--- src/rtl/wb_regfile_pkg.sv ---
// wb_regfile_pkg: constants shared by the writeback register file, the MEM/WB register and the hazard unit.
package wb_regfile_pkg;
    localparam int          DATA_W     = 32;
    localparam int          REG_ADDR_W = 5;
    localparam int          NREG       = 32;
    localparam int          CNT_W      = 32;
    localparam logic [4:0]  REG_ZERO   = 5'd0;
    localparam logic [31:0] NOP_INSTR  = 32'h0000_0000;
    localparam logic [31:0] PC_RESET   = 32'h0000_3000;

    function automatic logic is_commit(input logic we, input logic [REG_ADDR_W-1:0] dst, input logic rst);
        return we && (dst != REG_ZERO) && !rst;
    endfunction
endpackage

--- src/rtl/wb_regfile_array.sv ---
// wb_regfile_array: NREG x DATA_W register storage, one synchronous write port, two combinational reads, $0 hardwired.
module wb_regfile_array #(
    parameter int DATA_W = 32,
    parameter int NREG   = 32,
    parameter int AW     = $clog2(NREG)
) (
    input  logic              clk,
    input  logic              reset,
    input  logic              i_we,
    input  logic [AW-1:0]     i_waddr,
    input  logic [DATA_W-1:0] i_wdata,
    input  logic [AW-1:0]     i_raddr_a,
    input  logic [AW-1:0]     i_raddr_b,
    output logic [DATA_W-1:0] o_rdata_a,
    output logic [DATA_W-1:0] o_rdata_b
);
    import wb_regfile_pkg::*;

    logic [DATA_W-1:0] r_regs [NREG];

    always_ff @(posedge clk) begin
        if (reset) begin
            for (int i = 0; i < NREG; i++) r_regs[i] <= '0;
        end else if (i_we && i_waddr != REG_ZERO) begin
            r_regs[i_waddr] <= i_wdata;
        end
    end

    assign o_rdata_a = (i_raddr_a == REG_ZERO) ? '0 : r_regs[i_raddr_a];
    assign o_rdata_b = (i_raddr_b == REG_ZERO) ? '0 : r_regs[i_raddr_b];
endmodule

--- src/rtl/wb_regfile.sv ---
// wb_regfile: commits MEM/WB results to the register file, serves two bypassed decode reads,
// counts retired instructions and emits a one-cycle-delayed commit trace.
module wb_regfile #(
    parameter int DATA_W = 32,
    parameter int NREG   = 32,
    parameter int CNT_W  = 32,
    parameter int AW     = $clog2(NREG)
) (
    input  logic              clk,
    input  logic              reset,
    input  logic [31:0]       wb_instr,
    input  logic [31:0]       wb_pc,
    input  logic              wb_we,
    input  logic [AW-1:0]     wb_dst,
    input  logic [DATA_W-1:0] wb_data,
    input  logic [AW-1:0]     rs_addr,
    input  logic [AW-1:0]     rt_addr,
    output logic [DATA_W-1:0] rs_data,
    output logic [DATA_W-1:0] rt_data,
    output logic [CNT_W-1:0]  instret,
    output logic              trace_valid,
    output logic [31:0]       trace_pc,
    output logic [AW-1:0]     trace_dst,
    output logic [DATA_W-1:0] trace_data
);
    import wb_regfile_pkg::*;

    logic              w_commit;
    logic [DATA_W-1:0] w_rd_a;
    logic [DATA_W-1:0] w_rd_b;
    logic [CNT_W-1:0]  r_instret;
    logic              r_trace_valid;
    logic [31:0]       r_trace_pc;
    logic [AW-1:0]     r_trace_dst;
    logic [DATA_W-1:0] r_trace_data;

    assign w_commit = is_commit(wb_we, wb_dst, reset);

    wb_regfile_array #(
        .DATA_W (DATA_W),
        .NREG   (NREG),
        .AW     (AW)
    ) u_array (
        .clk       (clk),
        .reset     (reset),
        .i_we      (w_commit),
        .i_waddr   (wb_dst),
        .i_wdata   (wb_data),
        .i_raddr_a (rs_addr),
        .i_raddr_b (rt_addr),
        .o_rdata_a (w_rd_a),
        .o_rdata_b (w_rd_b)
    );

    // Same-cycle write-through so decode never sees a stale value for the register being committed.
    always_comb begin
        rs_data = (rs_addr == REG_ZERO) ? '0 : (w_commit && rs_addr == wb_dst) ? wb_data : w_rd_a;
        rt_data = (rt_addr == REG_ZERO) ? '0 : (w_commit && rt_addr == wb_dst) ? wb_data : w_rd_b;
    end

    always_ff @(posedge clk) begin
        if (reset) begin
            r_instret <= '0;
        end else if (wb_instr != NOP_INSTR) begin
            r_instret <= r_instret + CNT_W'(1);
        end
    end

    // Payload only loads on a commit, so it keeps the last committed write between pulses.
    always_ff @(posedge clk) begin
        if (reset) begin
            r_trace_valid <= 1'b0;
            r_trace_pc    <= PC_RESET;
            r_trace_dst   <= '0;
            r_trace_data  <= '0;
        end else begin
            r_trace_valid <= w_commit;
            if (w_commit) begin
                r_trace_pc   <= wb_pc;
                r_trace_dst  <= wb_dst;
                r_trace_data <= wb_data;
            end
        end
    end

    assign instret     = r_instret;
    assign trace_valid = r_trace_valid;
    assign trace_pc    = r_trace_pc;
    assign trace_dst   = r_trace_dst;
    assign trace_data  = r_trace_data;
endmodule

--- config.mk ---
export PLATFORM = sky130hd
export DESIGN_NAME = wb_regfile
export DESIGN_NICKNAME = d
export VERILOG_FILES = /design/src/rtl/wb_regfile_pkg.sv /design/src/rtl/wb_regfile_array.sv /design/src/rtl/wb_regfile.sv
export SDC_FILE = /design/constraint.sdc
export NUM_CORES = 2
export LEC_CHECK = 0
export BUFFER_PORTS_ARGS = -buffer_cell sky130_fd_sc_hd__buf_2
export CORE_UTILIZATION = 40
export DETAILED_ROUTE_END_ITERATION = 6
export PLACE_DENSITY_LB_ADDON = 0.1
export SLEW_MARGIN = 20
export SYNTH_ARGS = -nofsm -noshare
export SYNTH_HDL_FRONTEND = slang
export SYNTH_SLANG_ARGS = --single-unit
--- constraint.sdc ---
create_clock -name clk -period 6.6 [get_ports clk]
set_clock_uncertainty 0.15 [all_clocks]
set_input_delay 1.32 -clock clk [delete_from_list [all_inputs] [get_ports clk]]
set_output_delay 1.32 -clock clk [all_outputs]
set_load 0.05 [all_outputs]
==> flow_summary.toml <==
[outcome]
status = "completed"

[place]
gp_congestion = 0.8517
port_buffers = 279
dpl_cell_area_sq_mm = 0.06395
hpwl_um = 140000

[sta]
worst_pin_slew_ns = 1.301
report.final.slew_viol_count = 0
max_clock_freq_mhz = 169.6
fin_crit_sh_pct = 89.36
setup_viol = 0
setup_tns_ns = 0
fin_crit_ns = 5.898
final_hold_viol_count = 0
relSlewSlack_pct = 13.29
rsz0062_at_grt = "false"

[power_and_ir_drop]
power_switching_w = 0.005007
power_report.internal_total_w = 0.01320
p_clk_share_pct = 40.3
comb_power_share_pct = 13.8
seqPwrFrac_pct = 45.9
powerDensity_mw_per_mm2 = 266.8
power_leakage_nw = 25.84
p_sw_share_pct = 27.51
ir_worst_vdd_v = 0.0002458

[worst_setup_path]
crit_chain = "buf_2, or3_1, o31ai_4, or4_4, o21ai_0, nor3_1, nor3_1, buf_4, buf_2"
cp.required_ns = 5.13
r2r_slack_ns = 4.50
timing.rr.start = "instret[14]$_SDFFE_PP0P_"
r2r_cells = 6
path_max_fanout = 39
path_class = "input pin to primary output"
cp-end-kind = "primary output"
cp.arrival_ns = 4.43
worst_path_largest_cell_delay_ns = 0.66
critPathLaunchType = "input pin"
slowest_stage = "or4_4"
r2r_end = "instret[27]$_SDFFE_PP0P_"

[logic_synthesis]
synthTopCellsByArea = "edfxtp_1 52%, mux2i_1 11%, and2_1 10%"
synthCells = 4772
yosys.area.top_type = "edfxtp_1"
yosysTopAreaCellShare_pct = 51.62
synth-edff-count = 1024
synth_seq_area_share_pct = 55.05
ys_warn_count = 0
syn_area_sq_mm = 0.05957
synth_cell_type_count = 48
ys.flop_type = "edfxtp_1"
ys_ff_latch = 1126
synth-async-reset-ratio_pct = 0
synth.avg_cell_area_sq_um = 12.48

[floorplanning]
boundaryPins = 280
dieWidth_um = 387.9
dieArea_sq_mm = 0.1505
die_y_um = 387.9
start_util_pct = 40.29
fp-row-count = 141
core-area_sq_mm = 0.1478

[clock_tree]
clkSlewWorstSetupHoldPaths_ns = 0.05
cts.path.max_buffers = 3
insertion_delay_ns = 0.79
cts_buffers = 135
cts-root-buf = "clkbuf_16"
cts_tree = "built"
cts_resized = 0
h-tree-depth = 4
clkSinkCount = 1126
ctsHoldBuffers = 0
cts_setup_buffers = 0

[global_routing]
busiest_layer = "met2"
grt_use_met3_pct = 5.154
grt_pass1_vias = 41442
track_usage_pct = 30.86
antenna_found_initial = 28
met2_usage_pct = 48.30
grt_pass1_wl_um = 325200
met1_usage_pct = 43.32
grt-ovfl-total = 0
grt_max_degree = 106

[cells_and_area]
layout_common_cells = "1024 x edfxtp_1, 994 x and2_1, 643 x mux2i_1, 296 x a22oi_1, 282 x nand2_1"
fillers = 13248
drive_above_1_share_pct = 19.08
final_common_cell = "edfxtp_1"
area_growth_syn_to_layout_pct = 14.55
seqCellArea_sq_mm = 0.03279
multi_input_area_sq_mm = 0.02527
design_area_sq_mm = 0.06824
fin_nets = 5058

[routing]
drt_wl_total_um = 235500
dr.first_iter.drc_count = 5905
drt_pre_antenna_iters = 6
antenna_left = 0
via_count = 42654
avgRoutedWirePerCell_um = 33.69
viasPerCell = 6.103
drc = 0

[hold_path]
worstHoldPathType = "flop to flop"
min_from = "trace_pc[2]$_SDFFE_PP0P_"
min_path_cells = 2
hold_path_end = "trace_pc[2]$_SDFFE_PP0P_"

[flow_run]
maxCapViolCount = 0
how the worst max path moves through the flow:
| stage | slack [ns] | end | start | cells after the start |
|---|---|---|---|---|
| 2_1_floorplan | 1.30 | rs_data[16] | wb_dst[4] | 9 |
| 3_3_place_gp | 0.88 | rs_data[30] | rs_addr[0] | 7 |
| 3_5_place_dp | 0.89 | rt_data[1] | wb_dst[4] | 8 |
| 4_1_cts | 0.87 | rs_data[30] | rs_addr[0] | 7 |
| 5_1_grt | 0.71 | rs_data[15] | wb_dst[4] | 9 |
| 6_report | 0.70 | rs_data[15] | wb_dst[4] | 9 |
stage by stage:
| step | util, % | total power, W | instances | hold WS, ns | setup WS [ns] |
|---|---|---|---|---|---|
| 2_1_floorplan | - | 0.009967 | 4803 | 0.5218 | 1.302 |
| 3_3_place_gp | 43.26 | 0.01095 | 6736 | 0.2889 | 0.8792 |
| 3_5_place_dp | 43.26 | 0.01097 | 6736 | 0.2930 | 0.8859 |
| 4_1_cts | 46.15 | 0.01825 | 6982 | 0.3006 | 0.8705 |
| 5_1_grt | 46.15 | 0.01867 | 6982 | 0.3143 | 0.7108 |
| 6_report | 46.16 | 0.01820 | 6989 | 0.2994 | 0.7023 |
metal layers:
layer,wire length (um),vias up
li1,-,18022
met1,98270,21842
met2,107300,2367
met3,21820,421
met4,8074,2
met5,10,-
worst max-delay path: cells and delay by family:
kind,cells,cell delay (ns)
buf+inv,3,0.58
simple gates,4,2.01
compound gates,2,0.49
cells by family (layout without fill, tap and decap cells):
| kind of cell | count (synthesis) | after routing | share of synthesized area, % |
|---|---|---|---|
| multiplexers | 857 | 857 | 18.71 |
| AO/OA/AOI/OAI | 592 | 592 | 6.765 |
| XOR/XNOR | 34 | 34 | 0.4999 |
| flip-flops | 1126 | 1126 | 55.05 |
| adder cells (fa/ha/maj) | 1 | 1 | 0.02100 |
| buffers and inverters | 479 | 728 | 3.306 |
| other | 1 | 39 | 0.006295 |
| AND/OR/NAND/NOR | 1682 | 1682 | 15.65 |
synth_stat cells (all sizes together) (8+ instances only):
master	n
clkbuf	322
buf	149
dfxtp	102
nor2	135
nand2	283
inv	8
nor2b	10
edfxtp	1024
nor4	13
or3	10
o21ai	91
mux2	10
o22ai	11
nand4	32
a221oi	61
nand3	67
or2	33
mux2i	643
mux4	204
and2	996
xnor2	32
a22oi	296
nor3	77
a21oi	109
power groups by stage:
stage,logic (W),registers (W),clock network [W]
finish,0.00250,0.00836,0.00734
global route,0.00259,0.00839,0.00769
CTS,0.00248,0.00835,0.00742
detailed placement,0.00247,0.00849,0
global placement,0.00247,0.00848,0
floorplan,0.00145,0.00852,0
state kept, by name (all words and copies together), names as in the netlist:
name,cells
instret,32
trace_data,32
trace_dst,5
trace_pc,32
trace_valid,1
u_array.r_regs,1024
cell type report:
| cell class | instances | area share, % |
|---|---|---|
| Multi-Input combinational cell | 3198 | 37.04 |
| Clock buffer | 183 | 5.471 |
| Tap cell | 1930 | 3.539 |
| Antenna cell | 7 | 0.02567 |
| Timing Repair Buffer | 474 | 5.046 |
| Inverter | 8 | 0.04401 |
| Sequential cell | 1126 | 48.05 |
| Clock inverter | 63 | 0.7829 |
No activity file was read; power rests on OpenSTA's default activity.
